$ cat config.mk
export PLATFORM = sky130hd
export DESIGN_NAME = execute_unit
export DESIGN_NICKNAME = d
export VERILOG_FILES = /design/src/rtl/execute_unit.sv
export SDC_FILE = /design/constraint.sdc
export NUM_CORES = 1
export LEC_CHECK = 0
export BUFFER_PORTS_ARGS = -buffer_cell sky130_fd_sc_hd__buf_4
export CELL_PAD_IN_SITES_DETAIL_PLACEMENT = 1
export CELL_PAD_IN_SITES_GLOBAL_PLACEMENT = 2
export CORE_MARGIN = 3
export CORE_UTILIZATION = 40
export CTS_BUF_LIST = sky130_fd_sc_hd__clkbuf_2
export DETAILED_ROUTE_END_ITERATION = 8
export GPL_TIMING_DRIVEN = 0
export PLACE_DENSITY = 0.89
export SLEW_MARGIN = 10
export SYNTH_ARGS = -nofsm -noshare
export SYNTH_HDL_FRONTEND = slang
export SYNTH_SLANG_ARGS = --single-unit
$ cat constraint.sdc
create_clock -name clk -period 9.4 [get_ports clk]
set_clock_uncertainty 0.05 [all_clocks]
set_input_delay 0.94 -clock clk [delete_from_list [all_inputs] [get_ports clk]]
set_output_delay 0.94 -clock clk [all_outputs]
set_load 0.05 [all_outputs]
$ cat src/rtl/execute_unit.sv
// Integer execute stage feeding the register-file write port.
// Single-cycle ALU ops plus a 32-iteration shift-add multiplier behind a busy/done handshake.
module execute_unit #(
  parameter int WIDTH         = 32,
  parameter int NUM_LIVE_REGS = 24
) (
  input  logic             clk,
  input  logic             rst,
  input  logic             start,
  input  logic [2:0]       funct,
  input  logic [4:0]       dest,
  input  logic [WIDTH-1:0] src_a,
  input  logic [WIDTH-1:0] src_b,
  output logic             busy,
  output logic             done,
  output logic             write_enable,
  output logic [4:0]       write_address,
  output logic [WIDTH-1:0] data_in
);

  localparam int CW = $clog2(WIDTH);
  localparam logic [2:0] F_MUL = 3'd6;

  typedef enum logic [1:0] {IDLE, MUL, WB} state_t;

  state_t state, next;

  logic [WIDTH-1:0] acc, mcand, mplier, alu_res, mul_step;
  logic [CW-1:0]    cnt;
  logic [4:0]       dest_q;
  logic             last;

  always_comb begin
    alu_res = '0;
    case (funct)
      3'd0: alu_res = src_a + src_b;
      3'd1: alu_res = src_a - src_b;
      3'd2: alu_res = src_a & src_b;
      3'd3: alu_res = src_a | src_b;
      3'd4: alu_res = {{(WIDTH-1){1'b0}}, ($signed(src_a) < $signed(src_b))};
      3'd5: alu_res = src_a << src_b[4:0];
      3'd7: alu_res = src_a >> src_b[4:0];
      default: alu_res = '0;
    endcase
  end

  assign mul_step = acc + (mplier[0] ? mcand : '0);
  assign last     = (cnt == CW'(WIDTH-1));

  always_comb begin
    next = state;
    case (state)
      IDLE: if (start) next = (funct == F_MUL) ? MUL : WB;
      MUL:  if (last) next = WB;
      WB:   next = IDLE;
      default: next = IDLE;
    endcase
  end

  always_ff @(posedge clk) begin
    if (rst) state <= IDLE;
    else     state <= next;
  end

  // Result and address are loaded on entry to WB so they hold between writebacks.
  always_ff @(posedge clk) begin
    if (rst) begin
      acc           <= '0;
      mcand         <= '0;
      mplier        <= '0;
      cnt           <= '0;
      dest_q        <= '0;
      data_in       <= '0;
      write_address <= '0;
    end else begin
      case (state)
        IDLE: if (start) begin
          if (funct == F_MUL) begin
            acc    <= '0;
            mcand  <= src_a;
            mplier <= src_b;
            cnt    <= '0;
            dest_q <= dest;
          end else begin
            data_in       <= alu_res;
            write_address <= dest;
          end
        end
        MUL: begin
          acc    <= mul_step;
          mcand  <= mcand << 1;
          mplier <= mplier >> 1;
          cnt    <= cnt + 1'b1;
          if (last) begin
            data_in       <= mul_step;
            write_address <= dest_q;
          end
        end
        default: ;
      endcase
    end
  end

  assign busy         = (state != IDLE);
  assign done         = (state == WB);
  assign write_enable = (state == WB) && (32'(write_address) < 32'(NUM_LIVE_REGS));

endmodule

==> results.ini <==
[finish]
finalNonFillerCells=2851
fin_nets=2542
utilization=0.454
fillCellCount=5063
ff_latch_area_sq_um=2900
drive_above_1_share=0.117
final_cell_area_sq_um=17700
multi_input_comb_area_sq_um=11900
area_delta_synth_final_pct=11.2

[synthesis]
ys_seq_elements=145
ys.flop_type=dfxtp_1
yosys_warnings=0
synth_compound_area_frac=0.286
synth_cells=2186
synth_top_family_by_area=compound AO/OA/AOI/OAI gates
synth_top_area_frac=0.183
synthAdderAreaFrac=0.120
avgSynthCellArea_sq_um=7.27
synth_edf_count=0
muxShareOfSynthArea=0.0933
synth.area.top_cells=dfxtp_1, ha_1, nand2_1
ys_types=89
syn_nets=2411
yosys.area.top_type=dfxtp_1
synth_xor_area_frac=0.0237
yosysSeqAreaShare=0.183
synth_area_sq_um=15900
async_reset_ff_frac=0
synthSimpleGateAreaFrac=0.226

[detailed_routing]
drt_iter0_drc=1502
detail_route.wl_per_cell_microns=29.3
drt_wl_total_microns=83600
drc=0
drt-pass1-iter-count=6
ant_nets=0
avgViaCountPerCell=6.50
vias=18500

[die]
coreArea_sq_um=38900
die_area_sq_um=42100
ios=115
rows=72
die_h_microns=205
die_x_microns=205
initial_core_util=0.408

[min_path]
hp-class=primary input to flip-flop
hold_depth=3
min_from=dest[4]
min_to=dest_q[4]$_SDFFE_PP0P_

[clock_network]
clock_latency_ns=0.93
htree_levels=4
cts-resized-gates=0
cts-buffers-inserted=17
postCtsHoldBufs=0
clkTransAtPathRegs_ns=0.32
postCtsSetupRepairBufs=0
cts_buffer_depth=2
cts_tree=done
ctsRootBufferMaster=clkbuf_2
clock-sinks=145

[global_route]
grt.total_usage=0.388
antenna_found_initial=3
top_usage_layer=met2
met2_usage=0.622
grt_pass1_wl_microns=121000
grt_start_max_net_pins=17
use_met1=0.493
grt_pass1_vias=18500
gr-total-overflow=0
use_met3=0.0869

[outcome]
status=finished clean

[timing]
tightest_slew_ns=1.44
period_minus_slack_ns=5.50
hold_viol_final=0
holdWs_ns=0.194
fin_crit_sh=0.585
setup_slack_ns=3.90
fmax_mhz=182
rsz0062_at_grt=false
final.setup.tns_ns=0
setup_viol_count_final=0
maxSlewViolCount=0
slew_headroom=0.0307

[place]
io_buffer_count=112
post_dp_cell_area_sq_um=17400
gp_congestion=1.12
dp_cells=2816
dp_hpwl_microns=67600
dp_slack_ns=3.22

[run]
cap_viol_max_count=0

[power_and_ir_drop]
peakVddDrop_mv=0.0938
power_mw=1.97
p_leak_nw=7.41
p_per_area_nw_per_um2=112

[setup_path]
rr_worst_depth=13
timing.rr.start=mplier[0]$_SDFFE_PP0P_
worstPathRequired_ns=10.18
critPathMaxFanout=11
r2r_end=data_in[30]$_SDFFE_PP0P_
crit_path_start_kind=primary input
path_class=primary input to flip-flop
arrival_ns=6.28
reg2reg_slack_ns=5.17
critPathCaptureType=flip-flop

==> sequential cells by signal, summed over array words and instances, names as in the netlist <==
register       cells
acc               32
cnt                5
data_in           32
dest_q             5
mcand             32
mplier            32
state              2
write_address      5
==> where the power goes <==
part           internal, mW  switching [mW]
Sequential            0.649          0.0224
Clock                 0.137           0.297
Combinational         0.265           0.603
==> Yosys cell counts, drive strengths merged (31+ instances only) <==
library cell,count
nor2,248
mux2i,49
inv,108
o21ai,109
buf,54
and2,41
a21o,31
ha,147
clkbuf,101
nand3,37
mux4,31
nor3,37
a21oi,173
a311oi,84
a211oi,37
dfxtp,145
nand2,328
==> kinds of logic (layout without fill, tap and decap cells) <==
family          Yosys count  in the layout
compound gates          664            664
xor+xnor                 43             43
fa+ha+maj               150            150
buf+inv                 265            409
flops                   145            145
mux                     106            106
other cells               0              3
simple gates            813            813
==> worst max-delay path: stages <==
cell	delay, ns
buf_4	0.13
clkbuf_1	0.27
inv_1	0.22
clkbuf_1	0.59
clkbuf_1	0.73
ha_1	0.46
nor4_1	0.60
o31a_1	0.30
o311ai_1	0.23
a21oi_1	0.45
nor2_1	0.11
mux2_2	0.29
o31ai_1	0.80
a31oi_1	0.15
==> final cells by class <==
cell class | instances | area share
antenna | 3 | 0.000425
buffer | 155 | 0.0380
inverter | 110 | 0.0234
timing repair buffer | 112 | 0.0476
multi-input combinational | 1776 | 0.674
sequential | 145 | 0.164
clock inverter | 15 | 0.0110
clock buffer | 17 | 0.00482
tap | 518 | 0.0367
==> layout by cell type (no fill, tap or decap), types with 11 or more instances in the layout <==
cell	synthesis	final
a311oi_1	83	83
o31ai_1	16	16
and2_1	41	41
mux4_2	31	31
mux2i_1	49	49
clkbuf_1	101	101
o211ai_1	29	29
dfxtp_1	145	145
a21oi_1	173	173
o21bai_1	13	13
nand2_1	327	327
nand3_1	36	36
nor2_1	247	247
xnor2_1	29	29
inv_1	107	107
nand4_1	23	23
ha_1	147	147
o2111ai_1	17	17
a31oi_1	27	27
o21ai_0	101	101
a22oi_1	17	17
a21o_1	30	30
a221oi_1	24	24
a211oi_1	36	36
buf_4	9	121
xor2_1	14	14
clkbuf_2	0	17
nor3_1	37	37
nor4_1	11	11
or3_1	14	14
buf_2	32	32
nor2b_1	15	15
buf_1	11	11
nand2b_1	21	21
mux2_2	26	26
==> layer usage <==
layer / vias up / share of wire
li1: 8213 / -
met1: 9191 / 0.41
met2: 911 / 0.45
met3: 211 / 0.085
met4: 0 / 0.054
met5: - / 0
==> worst max path at each step <==
stage	from	to	slack [ns]	cells after the start
CTS	src_b[3]	data_in[22]$_SDFFE_PP0P_	4.26	14
global placement	src_b[3]	data_in[22]$_SDFFE_PP0P_	3.22	14
detailed placement	src_b[3]	data_in[22]$_SDFFE_PP0P_	3.22	14
finish	src_b[3]	data_in[22]$_SDFFE_PP0P_	3.90	14
floorplan	src_b[2]	data_in[28]$_SDFFE_PP0P_	5.22	15
global route	src_b[3]	data_in[20]$_SDFFE_PP0P_	3.95	14
Note: power is estimated with default switching activity, not from simulation.
